<file path="src/rtl/branch_resolve.sv">
// Branch resolution unit: drives the comparator mode, turns its flags into a taken
// decision and redirect PC, registers the result toward fetch and holds off new ops during refill.
module branch_resolve #(
    parameter int FLUSH_CYC = 2,
    parameter int CNT_W     = 16
) (
    input  logic             i_clk,
    input  logic             i_rst,
    input  logic             i_valid,
    output logic             o_ready,
    input  logic [31:0]      i_pc,
    input  logic [31:0]      i_imm,
    input  logic [2:0]       i_funct3,
    input  logic             i_pred_taken,
    output logic             o_br_un,
    input  logic             i_br_less,
    input  logic             i_br_equal,
    output logic             o_res_valid,
    input  logic             i_res_ready,
    output logic             o_taken,
    output logic [31:0]      o_redirect_pc,
    output logic             o_mispredict,
    output logic             o_misalign,
    output logic             o_illegal,
    output logic             o_flush,
    input  logic             i_cnt_clr,
    output logic [CNT_W-1:0] o_branch_cnt,
    output logic [CNT_W-1:0] o_taken_cnt,
    output logic             o_fsm_state
);

    typedef enum logic {RUN = 1'b0, FLUSH = 1'b1} state_t;

    state_t      state, state_nxt;
    logic [3:0]  flush_cnt, flush_cnt_nxt;
    logic        taken, illegal, mispredict, misalign, flush_req, accept;
    logic [31:0] target, seq_pc;

    // Handshakes: an op transfers when i_valid && o_ready; a result transfers when
    // o_res_valid && i_res_ready. Both may happen in the same cycle.
    assign o_br_un = (i_funct3 == 3'b100) || (i_funct3 == 3'b101);
    assign target  = i_pc + i_imm;
    assign seq_pc  = i_pc + 32'd4;

    always_comb begin
        taken   = 1'b0;
        illegal = 1'b0;
        case (i_funct3)
            3'b000:          taken = i_br_equal;
            3'b001:          taken = !i_br_equal;
            3'b100, 3'b110:  taken = i_br_less;
            3'b101, 3'b111:  taken = !i_br_less;
            default:         illegal = 1'b1;
        endcase
    end

    assign mispredict = !illegal && (taken != i_pred_taken);
    assign misalign   = taken && (target[1:0] != 2'b00);
    // A misaligned target traps instead of refetching, so it never opens a refill window.
    assign flush_req  = mispredict && !misalign;
    assign o_ready    = (state == RUN) && (!o_res_valid || i_res_ready);
    assign accept     = i_valid && o_ready;
    assign o_fsm_state = state;

    always_comb begin
        state_nxt     = state;
        flush_cnt_nxt = flush_cnt;
        case (state)
            RUN: begin
                if (accept && flush_req) begin
                    state_nxt     = FLUSH;
                    flush_cnt_nxt = 4'(FLUSH_CYC);
                end
            end
            FLUSH: begin
                if (flush_cnt <= 4'd1) begin
                    state_nxt     = RUN;
                    flush_cnt_nxt = 4'd0;
                end else begin
                    flush_cnt_nxt = flush_cnt - 4'd1;
                end
            end
            default: begin
                state_nxt     = RUN;
                flush_cnt_nxt = 4'd0;
            end
        endcase
    end

    always_ff @(posedge i_clk) begin
        if (i_rst) begin
            state     <= RUN;
            flush_cnt <= 4'd0;
        end else begin
            state     <= state_nxt;
            flush_cnt <= flush_cnt_nxt;
        end
    end

    always_ff @(posedge i_clk) begin
        if (i_rst) begin
            o_res_valid   <= 1'b0;
            o_taken       <= 1'b0;
            o_redirect_pc <= 32'd0;
            o_mispredict  <= 1'b0;
            o_misalign    <= 1'b0;
            o_illegal     <= 1'b0;
            o_flush       <= 1'b0;
        end else begin
            o_flush <= accept && flush_req;
            if (accept) begin
                o_res_valid   <= 1'b1;
                o_taken       <= taken;
                o_redirect_pc <= taken ? target : seq_pc;
                o_mispredict  <= mispredict;
                o_misalign    <= misalign;
                o_illegal     <= illegal;
            end else if (o_res_valid && i_res_ready) begin
                o_res_valid <= 1'b0;
            end
        end
    end

    always_ff @(posedge i_clk) begin
        if (i_rst || i_cnt_clr) begin
            o_branch_cnt <= '0;
            o_taken_cnt  <= '0;
        end else if (accept) begin
            if (!illegal && (o_branch_cnt != '1))
                o_branch_cnt <= o_branch_cnt + 1'b1;
            if (taken && (o_taken_cnt != '1))
                o_taken_cnt <= o_taken_cnt + 1'b1;
        end
    end

endmodule
</file>
<file path="config.mk">
export PLATFORM = sky130hd
export DESIGN_NAME = branch_resolve
export DESIGN_NICKNAME = d
export VERILOG_FILES = /design/src/rtl/branch_resolve.sv
export SDC_FILE = /design/constraint.sdc
export NUM_CORES = 1
export LEC_CHECK = 0
export ABC_CLOCK_PERIOD_IN_PS = 3400
export CORE_AREA = 10 10 118 120
export DETAILED_ROUTE_END_ITERATION = 6
export DIE_AREA = 0 0 128 130
export GPL_ROUTABILITY_DRIVEN = 0
export GPL_TIMING_DRIVEN = 1
export MAX_ROUTING_LAYER = met4
export PLACE_DENSITY_LB_ADDON = 0.08
export SLEW_MARGIN = 20
export SYNTH_ARGS = -nofsm -noshare
export SYNTH_HDL_FRONTEND = slang
export SYNTH_SLANG_ARGS = --single-unit
</file>
<file path="constraint.sdc">
create_clock -name i_clk -period 3.4 [get_ports i_clk]
set_input_delay 0.68 -clock i_clk [delete_from_list [all_inputs] [get_ports i_clk]]
set_output_delay 0.68 -clock i_clk [all_outputs]
set_load 0.03 [all_outputs]
</file>
==> impl_summary.md <==
GRT
The total congestion overflow after global routing is 0. The initial antenna violation count is 0. Entering global routing, the biggest net connects 33 pins.

The global-route wire length before repair is 28480 um. Global routing consumed, over all layers together, 21.07% of the routing resources. The number of global-route vias before repair is 5742.

Worst setup path
The maximum net fanout on the critical path is 4. The capture point of the critical path is o_redirect_pc[28]$_SDFFE_PP0P_. The worst register-to-register path ends at o_branch_cnt[13]$_SDFFE_PP0P_.

The depth of the worst register-to-register path is 8. STA classifies the critical path startpoint as an input port. Tracing the worst setup path back leads to its startpoint at i_pc[0]. The number of logic stages on the critical path including buffering is 12. The data required time of the critical path is around 3.6 ns. The slowest stage of the critical path is the sky130_fd_sc_hd__clkdlybuf4s50_1 cell. The startpoint of the most critical register-to-register path is o_branch_cnt[9]$_SDFFE_PP0P_. The arrival time reported for the critical path endpoint is between 3 and 4 ns. The critical path contains buffers and inverters numbering 2 combined. The worst setup path is captured at a register. The path type of the worst setup path is in2reg. Counting stages on the worst path, the most repeated cell is sky130_fd_sc_hd__a21o_1. For flop-to-flop paths, the worst setup slack is 1.32 ns. On the critical path the largest part of the delay comes from compound AO/OA/AOI/OAI gates. The largest stage delay on the critical path is 0.48 ns.

Traced cell by cell, the critical path runs through clkdlybuf4s50_1 -> ha_1 -> inv_1 -> fa_1 -> nand2b_1 -> a21o_1 -> a21o_1 -> a31oi_4 -> a21oi_2 -> o21ai_2 -> nand3_1 -> o211a_1.

Logic synthesis
Counting every net in the synthesized netlist gives a little over 800. The average footprint of a synthesized cell is 7.948 sq um. Counting flops and latches in the post-synthesis netlist gives 75.

The cell count after synthesis is ~700. The Yosys step of the flow raised 0 warnings. In the synthesized netlist the dominant register cell turns out to be sky130_fd_sc_hd__dfxtp_1. The count of unique library cells instantiated by Yosys is 75. Ranked by total cell area, the synthesized netlist is headed by sky130_fd_sc_hd__dfxtp_1 (27%), sky130_fd_sc_hd__ha_1 (8.0%), sky130_fd_sc_hd__xnor2_1 (5.7%). The area fraction of the dominant cell type after synthesis is 26.53%.

The number of enable flip-flop cells after synthesis is 0. The cell area that synthesis handed to floorplanning was approximately 5700 sq um. The most area-hungry cell type in the Yosys netlist is sky130_fd_sc_hd__dfxtp_1.

The post-synthesis sequential area ratio is a little over a quarter. After synthesis, the share of flip-flops with an asynchronous set or reset is 0%.

Outcome
The run finished with clean final reports.

Pwr
Overall power consumption after layout is estimated at roughly 3 mW. For this design the ratio of total power to cell area is 383.2 nW/um^2. The standby leakage power is just under 3 nW. The peak supply drop is approximately 0.35 mV.

Timing
For the pin with the worst max-slew slack, the measured transition is ~0.69 ns. The final clock skew is ~0.0042 ns. The period utilization is between 90% and 100%. The routed design could run at a clock period as short as roughly 3.1 ns. The number of slew-limit violations in the final report is 0. The headroom to the max-slew limit is a little over half. The fmax is between 0.3 and 0.4 GHz. The final hold violation count was 0. Setup repair after global routing left no endpoint under its margin. Setup violations remaining at the end of the flow were counted as 0.

Floorplanning
The core region is about 12000 sq um. The die is 130 um tall. For this configuration, the core starts out at a cell density of 48.32%.

For this design the top-level I/O count stands at around 150. The number of standard-cell rows in the floorplan is 40. From left edge to right edge, the die measures 128 um. The die covers around 17000 sq um.

Clock network
The number of buffers on the longest clock path is 2. Post-CTS timing repair inserted 0 buffers for setup. The clock root buffer master is sky130_fd_sc_hd__clkbuf_16. The CTS tree is yes.

The count of cells resized by post-cts repair is 0. The number of hold buffers added after cts is 0. The number of buffers added by the clock tree synthesis step is 9. The H-tree generated during clock tree synthesis spans 3 levels. The insertion delay to the later sink of the worst-skew pair is around 0.33 ns. The clock edge transition at the registers on the reported setup and hold paths is roughly 0.060 ns. The number of clock sinks is between 70 and 80.

Route
The detailed router finished its first iteration with around 370 violations. The routed length per instance is around 17 um. The via count is between 5000 and 6000. The iteration count of the initial detailed-routing pass is 5.

The post-detailed-route count of antenna-violating nets is 0. After detailed routing, the number of remaining DRC violations is 0. The ratio of routed vias to standard cells is 5.704. For this block, the routed nets add up to around 18000 um of wire.

Cells and area
The number of antenna diodes in the final layout is 0. The proportion of layout cells with a drive suffix above 1 is roughly a tenth. The area of all placed cells without fillers is roughly 7700 sq um.

The growth of design area from synthesis to finish is 36.21%. For this run, the post-layout net count is 979.

Job
The number of max-cap violations is 0.

Placed design
The cell area after placement is between 7000 and 8000 sq um. During placement, the flow inserted port buffers numbering between 100 and 150. The wire-length estimate of the detail-placed layout is approximately 14000 um.

Worst hold path
The startpoint identified for the worst hold timing path is o_redirect_pc[1]$_SDFFE_PP0P_. The path type of the worst min-delay path is reg2reg.
==> area by class of cell <==
cell class                      instances  area [sq um]
Fill cell                            1033          4003
Inverter                               15         56.30
Sequential cell                        75          1501
Timing Repair Buffer                  178          1704
Clock buffer                            9         225.2
Multi-Input combinational cell        588          3939
Clock inverter                          7         98.84
Tap cell                              147         183.9
==> per-stage QoR <==
stage          util [%]  hold slack (ns)  setup WS (ns)  TNS [ns]  instances
2_1_floorplan         -           0.4673         0.7052         0        712
3_3_place_gp      63.06           0.4429        0.04358         0       1003
3_5_place_dp      63.06           0.4509       -0.07594  -0.09335       1003
4_1_cts           65.82           0.4597         0.2644         0       1019
5_1_grt           65.82           0.4745         0.1128         0       1019
6_report          65.82           0.4570         0.2631         0       1019
==> flip-flops by register name, summed over array words and instances (netlist names) <==
name           count
o_illegal          1
o_mispredict       1
o_res_valid        1
o_redirect_pc     32
o_taken            1
o_misalign         1
o_flush            1
o_fsm_state        1
o_branch_cnt      16
o_taken_cnt       16
flush_cnt          4
==> Yosys cell counts, drive strengths merged (2+ instances only) <==
master	count
xor2	36
o22ai	2
or3	8
nor2	86
nor2b	2
a211o	2
a21o	16
nand4	18
o21a	7
and3	19
mux2i	2
a211oi	14
a31oi	5
o21ai	34
and2	9
a2111oi	3
a21oi	57
o21bai	4
a22oi	3
xnor2	37
nor3	15
and4	10
o221ai	5
a311oi	5
o211a	4
nor4	5
dfxtp	75
nand3	27
o211ai	8
buf	15
inv	15
nand2b	9
clkbuf	19
nand4b	2
nand2	76
or2	2
ha	36
a41oi	2
a221oi	5
==> placed cells by master (no fill, tap or decap), types with 18 or more instances in the layout <==
cell	synthesis	final
sky130_fd_sc_hd__a21oi_1	51	51
sky130_fd_sc_hd__buf_4	2	31
sky130_fd_sc_hd__clkdlybuf4s50_1	0	147
sky130_fd_sc_hd__dfxtp_1	75	75
sky130_fd_sc_hd__ha_1	36	36
sky130_fd_sc_hd__nand2_1	76	76
sky130_fd_sc_hd__nand3_1	26	26
sky130_fd_sc_hd__nand4_1	18	18
sky130_fd_sc_hd__nor2_1	83	83
sky130_fd_sc_hd__o21ai_0	25	25
sky130_fd_sc_hd__xnor2_1	37	37
sky130_fd_sc_hd__xor2_1	36	36
==> power breakdown <==
| group | switching, mW | internal, mW |
|---|---|---|
| combinational | 0.537 | 0.414 |
| clock | 0.392 | 0.648 |
| sequential | 0.0337 | 0.930 |
| total | 0.962 | 1.99 |
==> cells by family (layout without fill, tap and decap cells) <==
group,after synthesis,count (layout),synth area share [%]
adders and majority gates,37,37,8.313
and+or+nand+nor,292,292,25.80
AOI/OAI and AO/OA,183,183,23.64
muxes,3,3,0.5527
DFF,75,75,26.53
buffers and inverters,49,209,3.869
xor gates and xnor gates,73,73,11.30
==> metal layers <==
metal  share of wire, %  global-route usage, %  vias up
met4                2.2                  8.146        0
met1                 45                  25.80     2708
met2                 48                  34.73      201
met5                  0                      -        -
met3                5.3                  2.637       26
li1                   -                      -     2877
==> tightest hold or removal path, cell delays in order, from the launching register on <==
cell                      delay (ns)
sky130_fd_sc_hd__dfxtp_1        0.31
sky130_fd_sc_hd__nand2_1        0.05
sky130_fd_sc_hd__a21oi_1        0.05
==> how the worst min path moves through the flow <==
stage	to	slack, ns	depth (start not counted)
after CTS	o_redirect_pc[12]$_SDFFE_PP0P_	0.46	2
after global routing	o_redirect_pc[1]$_SDFFE_PP0P_	0.47	2
after detailed placement	o_redirect_pc[1]$_SDFFE_PP0P_	0.45	2
after floorplan	flush_cnt[3]$_SDFFE_PP0P_	0.47	2
final	o_redirect_pc[1]$_SDFFE_PP0P_	0.46	2
after global placement	o_redirect_pc[12]$_SDFFE_PP0P_	0.44	2
No activity file was read; power rests on OpenSTA's default activity.
